**src/rtl/regfile_fwd_sb.sv**
```systemverilog
// Parametrised register file with same-cycle write-to-read forwarding and a
// per-register busy scoreboard with a registered population count.
module regfile_fwd_sb #(
  parameter int DATA_W   = 32,
  parameter int ADDR_W   = 5,
  parameter int NUM_RD   = 2,
  parameter int ZERO_REG = 1
) (
  input  logic                     clock,
  input  logic                     ctrl_reset,
  input  logic                     ctrl_writeEnable,
  input  logic [ADDR_W-1:0]        ctrl_writeReg,
  input  logic [DATA_W-1:0]        data_writeReg,
  input  logic [NUM_RD*ADDR_W-1:0] ctrl_readReg,
  output logic [NUM_RD*DATA_W-1:0] data_readReg,
  input  logic                     ctrl_issueEnable,
  input  logic [ADDR_W-1:0]        ctrl_issueReg,
  output logic [NUM_RD-1:0]        busy_readReg,
  output logic [ADDR_W:0]          busy_count
);

  localparam int DEPTH = 2**ADDR_W;
  localparam int CW    = ADDR_W + 1;

  logic [DATA_W-1:0] regs_q [DEPTH];
  logic [DATA_W-1:0] regs_d [DEPTH];
  logic [DEPTH-1:0]  busy_q, busy_d;
  logic [CW-1:0]     busy_count_q, busy_count_d;
  logic              wr_en, iss_en, cnt_inc, cnt_dec;

  // With a hardwired zero register, index 0 never accepts data or a producer.
  assign wr_en  = ctrl_writeEnable && !((ZERO_REG != 0) && (ctrl_writeReg == '0));
  assign iss_en = ctrl_issueEnable && !((ZERO_REG != 0) && (ctrl_issueReg == '0));

  always_comb begin
    regs_d = regs_q;
    busy_d = busy_q;
    if (wr_en) begin
      regs_d[ctrl_writeReg] = data_writeReg;
      busy_d[ctrl_writeReg] = 1'b0;
    end
    // Issue after write so a new producer on the same register keeps it busy.
    if (iss_en) busy_d[ctrl_issueReg] = 1'b1;
    cnt_inc = iss_en && !busy_q[ctrl_issueReg];
    cnt_dec = wr_en && busy_q[ctrl_writeReg] &&
              !(iss_en && (ctrl_issueReg == ctrl_writeReg));
    busy_count_d = busy_count_q + CW'(cnt_inc) - CW'(cnt_dec);
  end

  always_ff @(posedge clock or posedge ctrl_reset) begin
    if (ctrl_reset) begin
      for (int i = 0; i < DEPTH; i++) regs_q[i] <= '0;
      busy_q       <= '0;
      busy_count_q <= '0;
    end else begin
      regs_q       <= regs_d;
      busy_q       <= busy_d;
      busy_count_q <= busy_count_d;
    end
  end

  assign busy_count = busy_count_q;

  genvar k;
  for (k = 0; k < NUM_RD; k++) begin : g_rd
    logic [ADDR_W-1:0] idx;
    logic              fwd;
    assign idx = ctrl_readReg[k*ADDR_W +: ADDR_W];
    assign fwd = ctrl_writeEnable && (ctrl_writeReg == idx);
    assign data_readReg[k*DATA_W +: DATA_W] =
      (ctrl_reset || ((ZERO_REG != 0) && (idx == '0))) ? '0 :
      fwd ? data_writeReg : regs_q[idx];
    // A value being written this cycle is forwarded, so it is not reported busy.
    assign busy_readReg[k] = !ctrl_reset && busy_q[idx] && !fwd;
  end

endmodule
```
**config.mk**
```make
export PLATFORM = sky130hd
export DESIGN_NAME = regfile_fwd_sb
export DESIGN_NICKNAME = d
export VERILOG_FILES = /design/src/rtl/regfile_fwd_sb.sv
export SDC_FILE = /design/constraint.sdc
export NUM_CORES = 2
export LEC_CHECK = 0
export CAP_MARGIN = 15
export CORE_ASPECT_RATIO = 0.6
export CORE_MARGIN = 2
export CORE_UTILIZATION = 45
export CTS_CLUSTER_SIZE = 10
export DETAILED_ROUTE_END_ITERATION = 10
export PLACE_DENSITY = 0.71
export REMOVE_ABC_BUFFERS = 1
export SETUP_SLACK_MARGIN = 0.1
export SYNTH_ARGS = -nofsm -noshare
export SYNTH_HDL_FRONTEND = slang
export SYNTH_SLANG_ARGS = --single-unit
export TNS_END_PERCENT = 5
```
**constraint.sdc**
```tcl
create_clock -name clock -period 73 [get_ports clock]
set_input_delay 14.6 -clock clock [delete_from_list [all_inputs] [get_ports clock]]
set_output_delay 14.6 -clock clock [all_outputs]
set_load 0.05 [all_outputs]
```
==> metrics.txt <==
Flop pwr share a little under half; first-pass GRT wire length between 200000 and 300000 um; kind of critical path in -> out; io pins between 100 and 150; post-route setup slack around 38 ns; fin. max-slew vios 0; ys async rst share 100%; Initial Utilization 45.2%; CP cell instances buf_8, buf_4, buf_4, buf_4, buf_4, mux2i_1, a221oi_1, o21ai_0, a211oi_1, a211o_1, clkdlybuf4s50_1; Rel. slew slack 17.6%; Seq/Total Area, Yosys a little under half; Max Clk Rate ~28 MHz; PortBufs 127; drt pass-1 iters 6; drt first-iter violations 4837; combinational share of power a little under a quarter; initial antenna violation count 8; placement row count roughly 100; Skew-Pair Late Insertion Delay between 0.7 and 0.8 ns; DRC 0; most frequent cells in the layout dfrtp_1 (1062), mux2_2 (980), mux2i_1 (395); Top delay family on crit path buffers and inverters; # Post-CTS Setup Buffers 0; Root Driver clkbuf_16; CTS Hold Bufs 0; maximum vdd drop around 0.000020 V; post-route minimum period between 30 and 40 ns; commonest non-fill, non-tap cell in the layout dfrtp_1; slowest stage cell, crit path buf_4; post-CTS resize count 0; Clock Pin Slew Worst Setup and Hold Paths 0.05 ns; routed wire length between 150000 and 200000 um; Hold WC Path Type reg -> reg; P_leak about 28 nW; Crit path buffers/inverters 6; CTS tree yes; required time of the critical path about 60 ns; Max stage delay on crit path around 0.94 ns; number of buffers created by CTS around 120; Final GP Congestion approximately 0.85; Psw just over 0.0005 W; clk buf depth 3; largest net degree at the start of global routing about 180; prevailing post-synth register cell dfrtp_1; DIE WIDTH about 470 um; # setup viols final 0; share of post-route cells with drive strength above 1 about two fifths; DR vias between 40000 and 50000; vias in the first global route roughly 40000; outcome complete, no violations; Worst-Margin Slew 1.23 ns; worst slack at placement 37.53 ns; drt via density roughly 6.9; dpl cell area 60400 um^2; TNS Setup 0 ns; Mapped Area a little under 60000 um^2; Final Cycle Share 48.6%; Pwr Density ~27 nW/um^2; Cells after Synth approximately 4200; yosys warns 0; post-route ant nets 0; Sink Count between 1000 and 1500; Avg Cell Area, Syn ~14 um^2; Startpoint Class input port; EDFF count, synth 0; core box area between 100000 and 150000 um^2; die area 132000 um^2; Seq cells post-synth 1062; MaxCap Viol Count 0; Int Power roughly 0.0012 W; wire per inst 32.9 um; Hold Vio Cnt, Final 0; GRT Total Usage between 20 and 30%; crit path capture type output port; most used cell, CP buf_4; CP Max Fanout 56; post-route cell area approximately 64000 um^2; Final #Nets 4135; post-synthesis cell type count 60; setup repair after global routing missed its margin no; Final Power about 0.0017 W; P&R area growth vs syn 9.17%; grt total ovfl 0; Clock power frac a little under a third; fraction of power spent switching nets between 20% and 30%; crit path DAT around 21 ns; clk_skew ~0.012 ns; DP HPWL roughly 100000 um; chip height between 200 and 300 um; Core Util, Final 49.4%; H-tree levels 3
kinds of logic (layout without fill, tap and decap cells):
logic type	count (synthesis)	after routing	share of synthesized area [%]
other	0	2	0
DFF	1062	1062	45.6
xor gates and xnor gates	19	19	0.286
muxes	1739	1739	39.6
adders and majority gates	7	7	0.163
buffers and inverters	497	369	4.12
and+or+nand+nor	231	231	2.08
AOI/OAI and AO/OA	655	655	8.14
worst reg2reg max path, stage by stage, from the launching register on:
cell,delay (ns)
dfrtp_1,0.43
mux4_2,0.53
mux4_2,0.50
nor3_1,0.16
o21ai_0,0.11
ha_1,0.30
inv_1,0.04
ha_1,0.20
fa_1,0.43
a21oi_1,0.18
nor2_1,0.06
nor2_1,0.13
xnor2_1,0.13
Yosys cell counts, types with 3 or more instances:
cell         n  area [um^2]
nor3_1      50          250
a221oi_1   184         1610
a22o_1      42          368
ha_1         6         75.1
o22ai_1      7         43.8
mux2_1      12          135
nor3b_1      3         22.5
nor2b_1     11         68.8
buf_4       39          293
and2_1      15         93.8
inv_1       19         71.3
o2111a_1     3         33.8
buf_2      124          621
or2_2        3         18.8
a21oi_1    136          681
a32o_1       3         30.0
o21ai_1     12         60.1
nand2b_1    34          213
mux2_2     980        11000
nand2_1     51          191
clkbuf_1   238          893
o21bai_1     3         22.5
a221o_1     29          290
dfrtp_1   1062        26600
nor2_1      31          116
xor2_1       8         70.1
o21ai_0    101          505
nand3_1     10         50.1
mux4_2     352         7930
a211oi_1    10         75.1
and3_1       8         50.1
buf_1       44          165
a211o_1     41          359
nand4b_1     3         26.3
buf_6       28          315
a22oi_1     70          526
mux2i_1    395         3950
xnor2_1     11         96.3
power groups by stage:
| stage | clock, W | sequential [W] | combinational, W |
|---|---|---|---|
| after floorplan | 0 | 0.000776 | 0.000275 |
| after global placement | 0 | 0.000790 | 0.000370 |
| after detailed placement | 0 | 0.000798 | 0.000381 |
| after CTS | 0.000526 | 0.000789 | 0.000383 |
| after global routing | 0.000550 | 0.000807 | 0.000412 |
| final | 0.000520 | 0.000794 | 0.000386 |
sequential cells by signal, summed over array words and instances (netlist names):
name	cells
busy_count	6
busy_q	32
regs_q	1024
layer usage:
layer  GRT usage, %  wire length, um  part of all wire (%)
met1           41.6            81000                    42
met2           41.2            81200                    43
met3           8.60            22000                    12
met4           9.23             6570                   3.4
met5              0               34                 0.018
cell type report:
type                       instances  area, um^2
sequential                      1062       26600
inverter                          21        91.3
timing repair buffer             220        2130
clock buffer                     121        2950
fill                           10851       65200
multi-input combinational       2651       29600
clock inverter                     7         109
antenna                            2        5.00
tap                             1716        2150
path summary, 6_finish.rpt:
| check | start | to | slack, ns | cells past startpoint |
|---|---|---|---|---|
| min reg2reg | regs_q[1011] | regs_q[1011] | 0.39 | 0 |
| min | regs_q[1011] | regs_q[1011] | 0.39 | 0 |
| max reg2reg | busy_q[27] | busy_count[4] | 69.71 | 12 |
| min in group asynchronous | ctrl_reset | regs_q[790] | 14.73 | 2 |
| max in group asynchronous | ctrl_reset | regs_q[1011] | 55.33 | 5 |
| max | ctrl_readReg[0] | data_readReg[13] | 37.54 | 11 |
stage by stage:
stage,hold slack (ns),std cells
6_report,0.394,5800
4_1_cts,0.396,5794
5_1_grt,0.408,5800
3_5_place_dp,0.384,5666
2_1_floorplan,0.365,3734
3_3_place_gp,0.377,5666
No activity file was read; power rests on OpenSTA's default activity.
